### src/rtl/rv64g_pkg.sv
// Shared types for the rv64g front-end: prediction queue entries, BTB
// training payload and the update-channel state encoding.
package rv64g_pkg;

    localparam int XLEN = 64;

    typedef struct packed {
        logic [XLEN-1:0] pc;
        logic [XLEN-1:0] next_pc;
    } pred_entry_t;

    typedef struct packed {
        logic [XLEN-1:0] curr_addr;
        logic [XLEN-1:0] next_addr;
        logic            is_jump;
    } btb_update_t;

    typedef enum logic {
        UPD_IDLE = 1'b0,
        UPD_PEND = 1'b1
    } upd_state_e;

endpackage

### src/rtl/tmd_pred_fifo.sv
// In-order queue of fetch predictions awaiting resolution.
// Flush wins over push and pop; the entry array itself is not reset.
module tmd_pred_fifo
    import rv64g_pkg::*;
#(
    parameter  int DEPTH = 8,
    localparam int CW    = $clog2(DEPTH + 1),
    localparam int PW    = $clog2(DEPTH)
) (
    input  logic        i_clk,
    input  logic        i_rst,
    input  logic        i_push,
    input  pred_entry_t i_data,
    input  logic        i_pop,
    input  logic        i_flush,
    output pred_entry_t o_head,
    output logic [CW-1:0] o_count,
    output logic        o_full,
    output logic        o_empty
);

    pred_entry_t   r_mem [DEPTH];
    logic [PW-1:0] r_wr;
    logic [PW-1:0] r_rd;
    logic [CW-1:0] r_cnt;

    logic w_push;
    logic w_pop;

    assign o_full  = (r_cnt == CW'(DEPTH));
    assign o_empty = (r_cnt == '0);
    assign w_push  = i_push & ~o_full;
    assign w_pop   = i_pop & ~o_empty;

    always_ff @(posedge i_clk or posedge i_rst) begin
        if (i_rst) begin
            r_wr  <= '0;
            r_rd  <= '0;
            r_cnt <= '0;
        end else if (i_flush) begin
            r_wr  <= '0;
            r_rd  <= '0;
            r_cnt <= '0;
        end else begin
            if (w_push) r_wr <= r_wr + PW'(1);
            if (w_pop)  r_rd <= r_rd + PW'(1);
            r_cnt <= r_cnt + CW'(w_push) - CW'(w_pop);
        end
    end

    always_ff @(posedge i_clk) begin
        if (w_push) r_mem[r_wr] <= i_data;
    end

    assign o_head  = r_mem[r_rd];
    assign o_count = r_cnt;

endmodule

### src/rtl/tmd_branch_resolver.sv
// Execute-stage branch resolution: compares queued predictions with actual
// outcomes, flushes and redirects on mispredict, and trains the BTB.
module tmd_branch_resolver
    import rv64g_pkg::*;
#(
    parameter  int DEPTH = 8,
    localparam int CW    = $clog2(DEPTH + 1)
) (
    input  logic            clk_i,
    input  logic            arst_i,
    input  logic            pred_valid_i,
    input  logic [XLEN-1:0] pred_pc_i,
    input  logic [XLEN-1:0] pred_next_pc_i,
    output logic            pred_ready_o,
    input  logic            res_valid_i,
    input  logic            res_is_jump_i,
    input  logic [XLEN-1:0] res_target_i,
    output logic            res_ready_o,
    output logic            upd_valid_o,
    output logic [XLEN-1:0] upd_curr_addr_o,
    output logic [XLEN-1:0] upd_next_addr_o,
    output logic            upd_is_jump_o,
    input  logic            upd_ready_i,
    output logic            pipeline_clear_o,
    output logic [XLEN-1:0] redirect_pc_o,
    output logic [CW-1:0]   inflight_o
);

    upd_state_e      r_state;
    upd_state_e      w_state_nxt;
    btb_update_t     r_upd;
    logic            r_clear;
    logic [XLEN-1:0] r_redirect;

    pred_entry_t     w_head;
    pred_entry_t     w_push_data;
    logic            w_full;
    logic            w_empty;
    logic [XLEN-1:0] w_actual;
    logic            w_mispred;
    logic            w_push;
    logic            w_res_fire;
    logic            w_mis_fire;

    // Gated by reset so fetch sees no room until reset is released.
    assign pred_ready_o = ~w_full & ~r_clear & ~arst_i;
    assign res_ready_o  = ~w_empty & (~upd_valid_o | upd_ready_i);

    assign w_push      = pred_valid_i & pred_ready_o;
    assign w_res_fire  = res_valid_i & res_ready_o;
    assign w_actual    = res_is_jump_i ? res_target_i : w_head.pc + XLEN'(4);
    assign w_mispred   = (w_actual != w_head.next_pc);
    assign w_mis_fire  = w_res_fire & w_mispred;
    assign w_push_data = '{pc: pred_pc_i, next_pc: pred_next_pc_i};

    tmd_pred_fifo #(.DEPTH(DEPTH)) u_fifo (
        .i_clk   (clk_i),
        .i_rst   (arst_i),
        .i_push  (w_push),
        .i_data  (w_push_data),
        .i_pop   (w_res_fire),
        .i_flush (w_mis_fire),
        .o_head  (w_head),
        .o_count (inflight_o),
        .o_full  (w_full),
        .o_empty (w_empty)
    );

    always_ff @(posedge clk_i or posedge arst_i) begin
        if (arst_i) begin
            r_clear    <= 1'b0;
            r_redirect <= '0;
        end else begin
            r_clear    <= w_mis_fire;
            r_redirect <= w_mis_fire ? w_actual : '0;
        end
    end

    always_comb begin
        w_state_nxt = r_state;
        case (r_state)
            UPD_IDLE: if (w_mis_fire) w_state_nxt = UPD_PEND;
            UPD_PEND: if (upd_ready_i && !w_mis_fire) w_state_nxt = UPD_IDLE;
            default:  w_state_nxt = UPD_IDLE;
        endcase
    end

    // Payload only loads on an accepted mispredict, so it holds while stalled.
    always_ff @(posedge clk_i or posedge arst_i) begin
        if (arst_i) begin
            r_state <= UPD_IDLE;
            r_upd   <= '0;
        end else begin
            r_state <= w_state_nxt;
            if (w_mis_fire)
                r_upd <= '{curr_addr: w_head.pc, next_addr: w_actual, is_jump: res_is_jump_i};
        end
    end

    assign upd_valid_o      = (r_state == UPD_PEND);
    assign upd_curr_addr_o  = r_upd.curr_addr;
    assign upd_next_addr_o  = r_upd.next_addr;
    assign upd_is_jump_o    = r_upd.is_jump;
    assign pipeline_clear_o = r_clear;
    assign redirect_pc_o    = r_redirect;

endmodule

### config.mk
export PLATFORM = sky130hd
export DESIGN_NAME = tmd_branch_resolver
export DESIGN_NICKNAME = d
export VERILOG_FILES = /design/src/rtl/rv64g_pkg.sv /design/src/rtl/tmd_pred_fifo.sv /design/src/rtl/tmd_branch_resolver.sv
export SDC_FILE = /design/constraint.sdc
export NUM_CORES = 1
export LEC_CHECK = 0
export CAP_MARGIN = 5
export CORE_MARGIN = 2
export CORE_UTILIZATION = 60
export CTS_BUF_LIST = sky130_fd_sc_hd__clkbuf_8
export DETAILED_ROUTE_END_ITERATION = 8
export PLACE_DENSITY = 0.9
export REMOVE_ABC_BUFFERS = 1
export SYNTH_ARGS = -nofsm -noshare
export SYNTH_HDL_FRONTEND = slang
export SYNTH_SLANG_ARGS = --single-unit
### constraint.sdc
create_clock -name clk_i -period 15.2 [get_ports clk_i]
set_clock_uncertainty 0.2 [all_clocks]
set_input_delay 3.04 -clock clk_i [delete_from_list [all_inputs] [get_ports clk_i]]
set_output_delay 3.04 -clock clk_i [all_outputs]
set_load 0.1 [all_outputs]
==> reports/results.ini <==
[synth]
synth_xor_area_share_pct=2.203
synth_commonest_cells=edfxtp_1, mux2i_1, dfrtp_1, mux4_2, nand2_1
ys_seq_area_share_pct=70.52
yosysTopAreaCell=edfxtp_1
ys_top_cells_by_area=edfxtp_1, dfrtp_1, mux4_2
synth_area_sq_um=50880
synth.area.mux_share_pct=16.47
ys.warnings.count=0
post_synth_num_cell_types=83
synth_top_family_by_area=multiplexers
ys_ff_latch=1229
ys.flop_type=edfxtp_1
yosysMostFrequentCell=edfxtp_1
ys_async_sr_fraction_pct=16.68
synth-compound-area-share_pct=2.467
synth_edf_count=1024
synthAdderAreaFrac_pct=0.2607
synth_top_cell_area_share_pct=60.44
syn_inst=2829
postSynthAreaPerCell_sq_um=17.98
synth_simple_gate_area_share_pct=5.796

[floorplanning]
dieHeight_um=295.2
start_util_pct=60.70
die_w_um=295.2
coreArea_sq_um=83820
std_cell_rows=106
die-area_sq_um=87140
io_pins=399

[outcome]
outcome=completed

[global_routing]
grt_pass1_vias=29880
use_met3_pct=11.30
grt_pass1_wl_um=202500
overflow=0
grt_use_met2_pct=50.52
grtUsageMet1_pct=42.12
top_usage_layer=met2
grt_usage_pct=32.71
antenna_found_initial=33
grt_max_degree=119

[critical_path]
regToRegSetupSlack_ns=5.88
cp_cell_sequence=buf_4, nor2_2, buf_4, a22oi_1, nand3_1, nor3_1, nand4_1, nor4_1, mux2i_1, o22ai_1, a2111oi_0, nand4_1, or4_4, o21a_4, buf_4, buf_4, mux2_4
start_kind=register
crit_top_cell=buf_4
slowest_delay_ns=1.01
required_ns=15.78
worstPathMaxFanout=71
slowest_stage=nor4_1
path_buf_inv=4
r2r-start=u_fifo.r_rd[2]
critPathCaptureType=register
arrival_ns=9.90
setup.worst_path.start=u_fifo.r_rd[2]
worstSetupPathType=register to register
cp_top_family=simple AND/OR/NAND/NOR gates

[cts]
root_buffer=clkbuf_8
h-tree-depth=4
clk_pin_slew_ns=0.06
cts_tree=yes
cts_resized=0
cts.path.max_buffers=3
clk_latency_ns=0.92
post_cts.repair.setup_buffers=0
hold_buffers=0
cts_made_buffers=185
cts.sinks=1229

[timing]
fin_crit_ns=9.322
final_hold_viol_count=0
slew_headroom_pct=10.94
tightest_slew_ns=1.322
whs_ns=0.3064
setup_viol=0
min_period_over_period_pct=61.33
layout_setup_ws_ns=5.878
final_max_slew_viol_count=0
max_freq_mhz=107.3
rsz0062_at_grt=false
setup-tns-final_ns=0

[route]
avgViaCountPerCell=6.526
initialDrtViolationCount=4947
firstDrtPassIters=7
wl_um=142500
vias=30370
drcViolationCount=0
antenna_left=0
avgRoutedWirePerCell_um=30.63

[final_layout]
area_growth_pct=17.47
drive_gt1_share_pct=18.71
nNetsFinal=3541

[power]
p_per_area_nw_per_um2=168.9
power.leakage_nw=20.14
ir_worst_vdd_v=0.0002366

[placement]
portBuffers=398
dp_hpwl_um=90070
place.gp.congestion=0.9394
place_ws_ns=6.386

[worst_hold_path]
min_from=upd_next_addr_o[32]
min_path_type=register to register

[job]
max_cap_violations=0

## layout by cell type (no fill, tap or decap), types with 10 or more instances in the layout
cell / count
nor2_1: 38
and4_1: 10
dfrtp_1: 202
o21ai_0: 48
xor2_1: 52
nand4_1: 38
clkinv_1: 16
bufinv_16: 11
clkbuf_8: 209
a21oi_1: 11
mux4_2: 187
clkinv_2: 27
and2_1: 56
diode_2: 24
buf_4: 47
a22oi_1: 40
clkdlybuf4s50_1: 397
nor4_1: 32
edfxtp_1: 1024
mux2_2: 38
nor2b_1: 20
nand2_1: 184
nand2b_1: 30
inv_1: 119
xnor2_1: 76
nor3_1: 30
mux2_4: 74
nand3_1: 41
mux2i_1: 239
and3_1: 18
## final cells by class
type | count | area (sq um)
Fill cell | 4849 | 24060
Inverter | 48 | 187.7
Clock buffer | 209 | 2877
Clock inverter | 140 | 1005
Antenna cell | 24 | 60.06
Sequential cell | 1229 | 35890
Timing Repair Buffer | 449 | 4427
Tap cell | 1134 | 1419
Multi-Input combinational cell | 1420 | 13900
## where the power goes
part | leakage, nW | internal, mW | switching (mW)
Combinational | 6.12 | 0.804 | 2.32
Clock | 2.27 | 1.47 | 1.33
Sequential | 11.8 | 3.98 | 0.189
## final timing paths
| path | cells after the start | end |
|---|---|---|
| worst max-delay path | 17 | upd_next_addr_o[48] |
| worst min-delay path | 1 | upd_next_addr_o[32] |
| worst max register to register | 17 | upd_next_addr_o[48] |
| worst min register to register | 1 | upd_next_addr_o[32] |
| max in group asynchronous | 3 | upd_curr_addr_o[8] |
| min in group asynchronous | 2 | redirect_pc_o[34] |
## routing by layer
layer	vias up	wire, um
met4	32	7168
met2	2469	66790
li1	12210	-
met5	-	225
met3	499	19250
met1	15160	49080
## cells by family after synthesis
kind of cell | Yosys count
AND/OR/NAND/NOR | 555
multiplexers | 547
AO/OA/AOI/OAI | 180
buffers and inverters | 180
adder cells (fa/ha/maj) | 10
XOR/XNOR | 128
flip-flops | 1229
## registers in the layout, indices dropped and copies added, names as in the netlist
name,cells
u_fifo.r_wr,3
upd_is_jump_o,1
u_fifo.o_count,4
u_fifo.r_mem,1024
upd_valid_o,1
pipeline_clear_o,1
upd_curr_addr_o,64
redirect_pc_o,64
u_fifo.r_rd,3
upd_next_addr_o,64
## stage by stage
step | std cells | total power, mW | cell area [sq um] | util [%]
after floorplan | 2697 | 6.467 | 49900 | -
after global placement | 4280 | 7.269 | 55820 | 66.60
after detailed placement | 4280 | 7.322 | 55820 | 66.60
after CTS | 4629 | 10.09 | 59700 | 71.23
after global routing | 4643 | 10.34 | 59740 | 71.27
final | 4653 | 10.09 | 59760 | 71.30
Note: power is estimated with default switching activity, not from simulation.
